[config.mk]
export PLATFORM = sky130hd
export DESIGN_NAME = dmem_lsu
export DESIGN_NICKNAME = d
export VERILOG_FILES = /design/src/rtl/dmem_pkg.sv /design/src/rtl/mem_lane_align.sv /design/src/rtl/dmem_lsu.sv
export SDC_FILE = /design/constraint.sdc
export NUM_CORES = 1
export LEC_CHECK = 0
export ABC_AREA = 1
export CAP_MARGIN = 20
export CORE_MARGIN = 5
export CORE_UTILIZATION = 45
export DETAILED_ROUTE_END_ITERATION = 16
export GPL_ROUTABILITY_DRIVEN = 0
export PLACE_DENSITY = 0.73
export REMOVE_ABC_BUFFERS = 1
export SLEW_MARGIN = 0
export SYNTH_ARGS = -nofsm -noshare
export SYNTH_HDL_FRONTEND = slang
export SYNTH_HIERARCHICAL = 1
export SYNTH_SLANG_ARGS = --single-unit
[constraint.sdc]
create_clock -name clk -period 11.52 [get_ports clk]
set_input_delay 2.304 -clock clk [delete_from_list [all_inputs] [get_ports clk]]
set_output_delay 2.304 -clock clk [all_outputs]
set_load 0.005 [all_outputs]
[src/rtl/dmem_pkg.sv]
// Shared types and lane helpers for the data-memory load/store unit.
// Little-endian lanes: byte lane = addr[1:0], half lane = addr[1].
package dmem_pkg;

  localparam int unsigned DWIDTH = 32;

  typedef enum logic [1:0] {
    SZ_B = 2'b00,
    SZ_H = 2'b01,
    SZ_W = 2'b10,
    SZ_X = 2'b11
  } size_e;

  typedef enum logic [2:0] {
    ST_IDLE,
    ST_ISSUE,
    ST_WAIT,
    ST_WRITE,
    ST_RESP
  } lsu_state_e;

  typedef struct packed {
    logic              store;
    size_e             size;
    logic              sgn;
    logic [1:0]        lane;
    logic [DWIDTH-1:0] wdata;
  } lsu_req_t;

  // Pull the addressed lane out of a memory word and extend it to full width.
  function automatic logic [DWIDTH-1:0] lane_extract(
    input logic [DWIDTH-1:0] word,
    input size_e             size,
    input logic [1:0]        lane,
    input logic              sgn
  );
    logic [7:0]        b;
    logic [15:0]       h;
    logic [DWIDTH-1:0] res;
    b = word[{lane, 3'b000} +: 8];
    h = word[{lane[1], 4'b0000} +: 16];
    case (size)
      SZ_B:    res = sgn ? {{(DWIDTH-8){b[7]}}, b} : {{(DWIDTH-8){1'b0}}, b};
      SZ_H:    res = sgn ? {{(DWIDTH-16){h[15]}}, h} : {{(DWIDTH-16){1'b0}}, h};
      default: res = word;
    endcase
    return res;
  endfunction

  // Replace only the addressed lane of a memory word with the store data.
  function automatic logic [DWIDTH-1:0] lane_merge(
    input logic [DWIDTH-1:0] word,
    input logic [DWIDTH-1:0] wdata,
    input size_e             size,
    input logic [1:0]        lane
  );
    logic [DWIDTH-1:0] res;
    res = word;
    case (size)
      SZ_B:    res[{lane, 3'b000} +: 8] = wdata[7:0];
      SZ_H:    res[{lane[1], 4'b0000} +: 16] = wdata[15:0];
      default: res = wdata;
    endcase
    return res;
  endfunction

endpackage

[src/rtl/mem_lane_align.sv]
// Combinational lane alignment shared by the load-extract and store-merge paths.
module mem_lane_align
  import dmem_pkg::*;
(
  input  logic [DWIDTH-1:0] rdata_i,
  input  logic [DWIDTH-1:0] wdata_i,
  input  size_e             size_i,
  input  logic [1:0]        lane_i,
  input  logic              sgn_i,
  output logic [DWIDTH-1:0] load_c_o,
  output logic [DWIDTH-1:0] merge_c_o
);

  assign load_c_o  = lane_extract(rdata_i, size_i, lane_i, sgn_i);
  assign merge_c_o = lane_merge(rdata_i, wdata_i, size_i, lane_i);

endmodule

[src/rtl/dmem_lsu.sv]
// Load/store requester for a word-wide synchronous data memory.
// Sub-word stores are read-modify-write; bad requests get an error response.
module dmem_lsu
  import dmem_pkg::*;
#(
  parameter  int unsigned ALENGTH = 128,
  localparam int unsigned MAW     = $clog2(ALENGTH)
) (
  input  logic              clk,
  input  logic              rst,
  input  logic              req_valid,
  output logic              req_ready,
  input  logic              req_store,
  input  logic [1:0]        req_size,
  input  logic              req_signed,
  input  logic [31:0]       req_addr,
  input  logic [DWIDTH-1:0] req_wdata,
  output logic              rsp_valid,
  input  logic              rsp_ready,
  output logic [DWIDTH-1:0] rsp_rdata,
  output logic              rsp_err,
  output logic              mem_we,
  output logic [MAW-1:0]    mem_addr,
  output logic [DWIDTH-1:0] mem_wdata,
  input  logic [DWIDTH-1:0] mem_rdata
);

  lsu_state_e        state_q, state_d;
  lsu_req_t          req_q, req_d, req_in;
  logic              rsp_valid_q, rsp_valid_d;
  logic [DWIDTH-1:0] rsp_rdata_q, rsp_rdata_d;
  logic              rsp_err_q, rsp_err_d;
  logic              mem_we_q, mem_we_d;
  logic [MAW-1:0]    mem_addr_q, mem_addr_d;
  logic [DWIDTH-1:0] mem_wdata_q, mem_wdata_d;
  logic              acc_err;
  logic [DWIDTH-1:0] load_data;
  logic [DWIDTH-1:0] merge_data;

  assign req_in = '{store: req_store, size: size_e'(req_size), sgn: req_signed,
                    lane: req_addr[1:0], wdata: req_wdata};

  // Alignment and range check on the incoming request.
  always_comb begin
    acc_err = 1'b0;
    case (size_e'(req_size))
      SZ_B:    acc_err = 1'b0;
      SZ_H:    acc_err = req_addr[0];
      SZ_W:    acc_err = |req_addr[1:0];
      default: acc_err = 1'b1;
    endcase
    if (req_addr[31:2] >= 30'(ALENGTH)) acc_err = 1'b1;
  end

  mem_lane_align u_align (
    .rdata_i   (mem_rdata),
    .wdata_i   (req_q.wdata),
    .size_i    (req_q.size),
    .lane_i    (req_q.lane),
    .sgn_i     (req_q.sgn),
    .load_c_o  (load_data),
    .merge_c_o (merge_data)
  );

  always_ff @(posedge clk or posedge rst) begin
    if (rst) state_q <= ST_IDLE;
    else     state_q <= state_d;
  end

  always_comb begin
    state_d     = state_q;
    req_d       = req_q;
    rsp_valid_d = rsp_valid_q;
    rsp_rdata_d = rsp_rdata_q;
    rsp_err_d   = rsp_err_q;
    mem_we_d    = 1'b0;
    mem_addr_d  = mem_addr_q;
    mem_wdata_d = mem_wdata_q;
    unique case (state_q)
      ST_IDLE: begin
        if (req_valid) begin
          req_d = req_in;
          if (acc_err) begin
            state_d     = ST_RESP;
            rsp_valid_d = 1'b1;
            rsp_err_d   = 1'b1;
            rsp_rdata_d = '0;
          end else if (req_store && (size_e'(req_size) == SZ_W)) begin
            state_d     = ST_WRITE;
            mem_we_d    = 1'b1;
            mem_addr_d  = req_addr[MAW+1:2];
            mem_wdata_d = req_wdata;
          end else begin
            state_d    = ST_ISSUE;
            mem_addr_d = req_addr[MAW+1:2];
          end
        end
      end
      ST_ISSUE: state_d = ST_WAIT;
      ST_WAIT: begin
        if (req_q.store) begin
          state_d     = ST_WRITE;
          mem_we_d    = 1'b1;
          mem_wdata_d = merge_data;
        end else begin
          state_d     = ST_RESP;
          rsp_valid_d = 1'b1;
          rsp_err_d   = 1'b0;
          rsp_rdata_d = load_data;
        end
      end
      ST_WRITE: begin
        state_d     = ST_RESP;
        rsp_valid_d = 1'b1;
        rsp_err_d   = 1'b0;
        rsp_rdata_d = '0;
      end
      ST_RESP: begin
        if (rsp_ready) begin
          state_d     = ST_IDLE;
          rsp_valid_d = 1'b0;
          rsp_err_d   = 1'b0;
          rsp_rdata_d = '0;
        end
      end
      default: state_d = ST_IDLE;
    endcase
  end

  // Request and output registers; reset drops mem_we immediately.
  always_ff @(posedge clk or posedge rst) begin
    if (rst) begin
      req_q       <= '0;
      rsp_valid_q <= 1'b0;
      rsp_rdata_q <= '0;
      rsp_err_q   <= 1'b0;
      mem_we_q    <= 1'b0;
      mem_addr_q  <= '0;
      mem_wdata_q <= '0;
    end else begin
      req_q       <= req_d;
      rsp_valid_q <= rsp_valid_d;
      rsp_rdata_q <= rsp_rdata_d;
      rsp_err_q   <= rsp_err_d;
      mem_we_q    <= mem_we_d;
      mem_addr_q  <= mem_addr_d;
      mem_wdata_q <= mem_wdata_d;
    end
  end

  assign req_ready = (state_q == ST_IDLE);
  assign rsp_valid = rsp_valid_q;
  assign rsp_rdata = rsp_rdata_q;
  assign rsp_err   = rsp_err_q;
  assign mem_we    = mem_we_q;
  assign mem_addr  = mem_addr_q;
  assign mem_wdata = mem_wdata_q;

endmodule

==> impl_metrics.py, run 1 <==
metrics = {
    "status": {
        "outcome": "complete, no violations",
    },
    "critical_path": {
        "crit_buf_inv": 3,
        "r2r-end": "rsp_rdata[6]",
        "cp_slowest_stage_delay_ns": 0.52,
        "r2r_cells": 8,
        "cp-start-kind": "input pin",
        "rr_startpoint": "state_q[2]",
        "path_common_cell": "nand2_1",
        "path_max_fanout": 34,
        "required_ns": 11.82,
        "worst_ep_arrival_time_ns": 4.66,
        "slowest_stage": "nand3_2",
        "crit_cells": 11,
        "r2r_setup_slack_ns": 8.42,
        "crit_type": "in -> reg",
        "cp-end-kind": "flop",
        "crit_family": "simple AND/OR/NAND/NOR gates",
        "path_cells": "clkdlybuf4s50_1 -> inv_1 -> nand3_1 -> nand2_1 -> nand2_1 -> nor2_1 -> nand2_1 -> buf_8 -> nand3_2 -> nand2_1 -> nand2_1",
    },
    "pwr": {
        "clock_power_share_pct": 24.9,
        "comb_power_share_pct": 46.3,
        "p_leak_nw": 5.008,
        "vdd_ir_drop_max_mv": 0.1376,
        "p_seq_share_pct": 28.8,
        "p_switching_w": 0.0009180,
        "p_sw_share_pct": 41.14,
        "power.internal_w": 0.001313,
        "powerDensity_nw_per_um2": 224.1,
    },
    "clock_tree": {
        "tritoncts": "yes",
        "cts_buffer_depth": 2,
        "cts.reportedPaths.clkPinSlew_ns": 0.05,
        "cts.sinks": 115,
        "cts_setup_buffers": 0,
        "cts_resized": 0,
        "htreeDepth": 4,
        "clock_latency_ns": 0.42,
        "cts-root-buf": "clkbuf_16",
        "numCtsBuffers": 17,
        "hold_buffers": 0,
    },
    "die": {
        "start_util_pct": 45.64,
        "die_y_um": 139.2,
        "core_area_um2": 16470,
        "rows": 47,
        "die_area_um2": 19380,
        "die_x_um": 139.2,
        "pin_count": 179,
    },
    "timing": {
        "relSlewSlack_pct": 28.92,
        "tightestPinTransition_ns": 1.062,
        "finalSetupTns_ns": 0,
        "max_freq_mhz": 229.3,
        "slew_violations": 0,
        "post-route-min-period_ns": 4.361,
        "finalSetupViolCount": 0,
        "timing.final.crit_share_pct": 37.86,
        "skew_ns": 0.006556,
        "final-hold-violation-count": 0,
        "rsz0062_at_grt": "false",
    },
    "logic_synthesis": {
        "synth_seq_cells": 115,
        "yosysWarnings": 6,
        "synth_ff_type": "dfrtp_1",
        "synth_edf_count": 0,
        "yosysUniqueCellTypes": 39,
        "synth_cells": 1043,
        "syn_area_per_cell_um2": 7.205,
        "synthArstFlopShare_pct": 100.0,
        "netlist_area_um2": 7515,
        "yosysSeqAreaShare_pct": 38.30,
    },
    "global_routing": {
        "grt_pass1_wl_um": 35610,
        "grt_antenna_before_repair": 0,
        "grt_overflow_total": 0,
        "grt_usage_pct": 22.42,
        "grt_max_degree": 75,
        "grt_pass1_vias": 6864,
    },
    "final_layout": {
        "synthToLayoutAreaGrowth_pct": 32.47,
        "drive_gt1_share_pct": 12.02,
        "antenna_cells": 0,
        "layout_common_cells": "403 x nand2_1, 178 x clkdlybuf4s50_1, 114 x dfrtp_1, 91 x nor2_1, 89 x inv_1",
        "final_cells": 1426,
        "layout_commonest_cell": "nand2_1",
        "fin_nets": 1303,
    },
    "worst_hold_path": {
        "worstHoldStart": "rsp_rdata[29]",
        "hold_end": "rsp_rdata[29]",
        "worstHoldPathType": "reg -> reg",
        "worstHoldPathCells": 2,
    },
    "detailed_routing": {
        "via_count": 7197,
        "first_pass_iters": 5,
        "wire_per_inst_um": 15.31,
        "ant_nets": 0,
        "drc": 0,
        "viasPerCell": 5.047,
        "drt_iter0_drc": 690,
        "wl_um": 21830,
    },
    "flow_run": {
        "maxCapViolCount": 0,
    },
    "placement": {
        "io_buffer_count": 178,
        "hpwlAfterDp_um": 15450,
        "place_inst": 1394,
    },
}
-- worst max-delay path by stage --
stage                      from       endpoint  slack [ns]
floorplan                   rst    mem_addr[0]        6.17
detailed placement  req_size[0]   rsp_rdata[6]        6.30
global placement    req_size[0]   rsp_rdata[2]        6.36
CTS                 req_addr[0]   rsp_rdata[6]        6.72
finish              req_size[0]   rsp_rdata[6]        7.16
global route        req_size[0]  rsp_rdata[18]        6.88
-- through the flow --
stage / utilization (%) / area (um2) / setup slack [ns] / hold slack [ns] / total power (W)
final: 60.46 / 9955 / 7.159 / 0.4663 / 0.002231
after global routing: 60.46 / 9955 / 6.875 / 0.4830 / 0.002412
after CTS: 60.36 / 9940 / 6.719 / 0.4719 / 0.002241
after detailed placement: 56.54 / 9309 / 6.297 / 0.4585 / 0.001666
after global placement: 56.54 / 9309 / 6.363 / 0.4547 / 0.001652
after floorplan: - / 7194 / 6.172 / 0.4534 / 0.001294
-- power groups by stage --
stage	Sequential (W)	Combinational, W	Clock (W)
2_1_floorplan	0.000640	0.000654	0
3_3_place_gp	0.000642	0.00101	0
3_5_place_dp	0.000645	0.00102	0
4_1_cts	0.000641	0.00103	0.000567
5_1_grt	0.000661	0.00116	0.000587
6_report	0.000642	0.00103	0.000556
-- cell usage after synthesis, drive strengths merged (5+ instances only) --
cell	number	area, um2
nand2	417	1639
dfrtp	115	2878
nor2	100	426.7
inv	96	372.8
nand3	79	513.0
o21ai	55	282.8
mux2	49	551.8
nand4	37	231.5
buf	36	256.5
clkbuf	17	63.81
a21oi	16	80.08
and2	5	31.28
ha	5	62.56
o211ai	5	37.54
or2	5	31.28
-- kinds of logic after synthesis --
logic type | after synthesis | synth area share [%]
AO/OA/AOI/OAI | 78 | 5.594
adder cells (fa/ha/maj) | 5 | 0.8325
buffers and inverters | 149 | 9.224
flip-flops | 115 | 38.30
multiplexers | 49 | 7.343
AND/OR/NAND/NOR | 647 | 38.71
-- metal layers --
metal | wire, um | vias to the layer above | track usage (%) | part of all wire [%]
met3 | 1290 | 26 | 4.494 | 5.9
met5 | 0 | - | 0 | 0
met1 | 9935 | 3319 | 31.25 | 46
met4 | 440 | 0 | 7.621 | 2.0
li1 | - | 3622 | - | -
met2 | 10160 | 230 | 35.06 | 47
-- sequential cells by signal, summed over array words and instances, names as in the netlist --
register and cells:
req_q 38, mem_wdata 32, rsp_rdata 32, mem_addr 7, state_q 3, mem_we 1, rsp_err 1, rsp_valid 1
-- area by class of cell --
cell class	instances	area [um2]
tap	220	275.3
timing repair buffer	185	1842
multi-input combinational	779	3953
clock buffer	23	508.0
sequential	115	2879
inverter	96	375.4
clock inverter	8	122.6
fill	1540	6511
-- worst reg2reg max path, cell delays in order, from the launching register on --
cell     delay (ns)
dfrtp_1        0.51
nor2_1         0.12
nand2_2        0.07
buf_4          0.62
nor2_1         0.18
inv_2          0.49
nand3_2        0.68
nand2_1        0.24
nand2_1        0.07
No activity file was read; power rests on OpenSTA's default activity.
==> run 2: changes to the inputs <==
Clock period 11.52 ns to 4.5 ns, I/O delays scaled along.
==> run 2 against run 1 <==
Compared with the run above: design area up 0.43%; final cell count up 0.21%; combinational power rose to 2.6 times the previous value; worst setup slack worse by 5.5 ns; via count about the same; non-clock buffer count up 2; critical path depth down 4; sequential power rose to 2.5 times the previous value; power rose to 2.6 times the previous value.
==> impl_metrics.py, run 2 (synthesis gave the netlist of run 1 again) <==
metrics = {
    "clock_tree": {
        "numCtsBuffers": 17,
        "cts_buffer_depth": 2,
        "hold_buffers": 0,
        "htreeDepth": 4,
        "cts-root-buf": "clkbuf_16",
        "clock_latency_ns": 0.42,
        "cts_resized": 0,
        "cts.reportedPaths.clkPinSlew_ns": 0.05,
        "cts_setup_buffers": 0,
        "tritoncts": "yes",
        "cts.sinks": 115,
    },
    "detailed_routing": {
        "viasPerCell": 5.036,
        "ant_nets": 0,
        "drc": 0,
        "wire_per_inst_um": 15.29,
        "first_pass_iters": 5,
        "drt_iter0_drc": 614,
        "wl_um": 21850,
        "via_count": 7196,
    },
    "pwr": {
        "p_switching_w": 0.002391,
        "vdd_ir_drop_max_mv": 0.4118,
        "p_leak_nw": 5.020,
        "powerDensity_nw_per_um2": 579.7,
        "p_seq_share_pct": 27.9,
        "p_sw_share_pct": 41.26,
        "clock_power_share_pct": 25.5,
        "comb_power_share_pct": 46.6,
        "power.internal_w": 0.003404,
    },
    "die": {
        "die_y_um": 139.2,
        "die_area_um2": 19380,
        "rows": 47,
        "die_x_um": 139.2,
        "start_util_pct": 45.64,
        "core_area_um2": 16470,
        "pin_count": 179,
    },
    "timing": {
        "skew_ns": 0.007807,
        "timing.final.crit_share_pct": 63.58,
        "fin_ws_ns": 1.639,
        "final-hold-violation-count": 0,
        "tightestPinTransition_ns": 0.7683,
        "max_freq_mhz": 349.5,
        "relSlewSlack_pct": 48.78,
        "slew_violations": 0,
        "rsz0062_at_grt": "false",
        "post-route-min-period_ns": 2.861,
        "finalSetupViolCount": 0,
        "finalSetupTns_ns": 0,
    },
    "worst_hold_path": {
        "worstHoldStart": "mem_wdata[0]",
        "worstHoldPathType": "reg -> reg",
        "hold_end": "mem_wdata[0]",
        "worstHoldPathCells": 2,
    },
    "global_routing": {
        "grt_antenna_before_repair": 0,
        "grt_overflow_total": 0,
        "grt_usage_pct": 22.54,
        "grt_max_degree": 61,
        "grt_pass1_wl_um": 35840,
        "grt_pass1_vias": 6964,
    },
    "critical_path": {
        "rr_startpoint": "state_q[2]",
        "path_max_fanout": 36,
        "cp-start-kind": "flop",
        "r2r_setup_slack_ns": 1.64,
        "worst_ep_arrival_time_ns": 3.16,
        "slowest_stage": "nand3_2",
        "cp-end-kind": "flop",
        "crit_type": "reg -> reg",
        "crit_family": "simple AND/OR/NAND/NOR gates",
        "crit_buf_inv": 1,
        "r2r_cells": 7,
        "path_cells": "nor2_1 -> nand2_2 -> nor2_1 -> inv_2 -> nand3_2 -> nand2_1 -> nand2_1",
        "required_ns": 4.80,
        "r2r-end": "rsp_rdata[29]",
        "cp_slowest_stage_delay_ns": 0.66,
    },
    "final_layout": {
        "drive_gt1_share_pct": 12.08,
        "fin_nets": 1305,
        "largest-register": "req_q",
        "layout_common_cells": "403 x nand2_1, 178 x clkdlybuf4s50_1, 114 x dfrtp_1, 91 x nor2_1, 89 x inv_1",
        "largest_reg_flops": 38,
        "layout_commonest_cell": "nand2_1",
        "utilization_pct": 60.71,
        "antenna_cells": 0,
        "synthToLayoutAreaGrowth_pct": 33.03,
    },
    "placement": {
        "io_buffer_count": 178,
        "hpwlAfterDp_um": 15590,
        "dpl_worst_slack_ns": 1.367,
    },
    "flow_run": {
        "maxCapViolCount": 0,
    },
    "status": {
        "outcome": "complete, no violations",
    },
}
## run 2: final cells by class
class / count / area, um2
Tap cell: 220 / 275.3
Timing Repair Buffer: 187 / 1874
Clock buffer: 19 / 432.9
Sequential cell: 115 / 2879
Multi-Input combinational cell: 779 / 3953
Inverter: 96 / 375.4
Clock inverter: 13 / 207.7
Fill cell: 1519 / 6469
## run 2: worst max-delay path by stage
stage	endpoint	cells past startpoint	from	slack [ns]
final	rsp_rdata[29]	7	state_q[2]	1.64
after global routing	rsp_rdata[12]	7	state_q[2]	1.28
after CTS	rsp_rdata[1]	7	state_q[2]	1.62
after detailed placement	rsp_rdata[4]	11	req_size[0]	1.37
after global placement	rsp_valid	11	req_size[0]	1.42
after floorplan	mem_addr[0]	1	rst	0.56
## run 2: per-stage QoR
stage / power (W) / cells / hold slack, ns / instance area, um2
floorplan: 0.003313 / 990 / 0.4534 / 7194
global placement: 0.004238 / 1396 / 0.4550 / 9336
detailed placement: 0.004284 / 1396 / 0.4570 / 9336
CTS: 0.005804 / 1428 / 0.4748 / 9977
global route: 0.006249 / 1429 / 0.4831 / 9997
finish: 0.005795 / 1429 / 0.4686 / 9997
## run 2: metal layers
layer / vias up / wire [um] / GRT usage (%)
li1: 3638 / - / -
met1: 3293 / 9904 / 30.66
met2: 230 / 10080 / 36.06
met3: 35 / 1324 / 4.597
met4: 0 / 543 / 7.724
met5: - / 0 / 0
## run 2: worst min-delay path: cells and delay by family, from the launching register on
kind	cells	cell delay, ns
AND/OR/NAND/NOR	2	0.10
flip-flops	1	0.33
## run 2: power by group through the flow
stage | Clock [W] | Sequential (W) | Combinational [W]
5_1_grt | 0.00155 | 0.00166 | 0.00304
4_1_cts | 0.00150 | 0.00161 | 0.00269
3_5_place_dp | 0 | 0.00162 | 0.00266
2_1_floorplan | 0 | 0.00164 | 0.00167
3_3_place_gp | 0 | 0.00162 | 0.00262
6_report | 0.00148 | 0.00162 | 0.00270
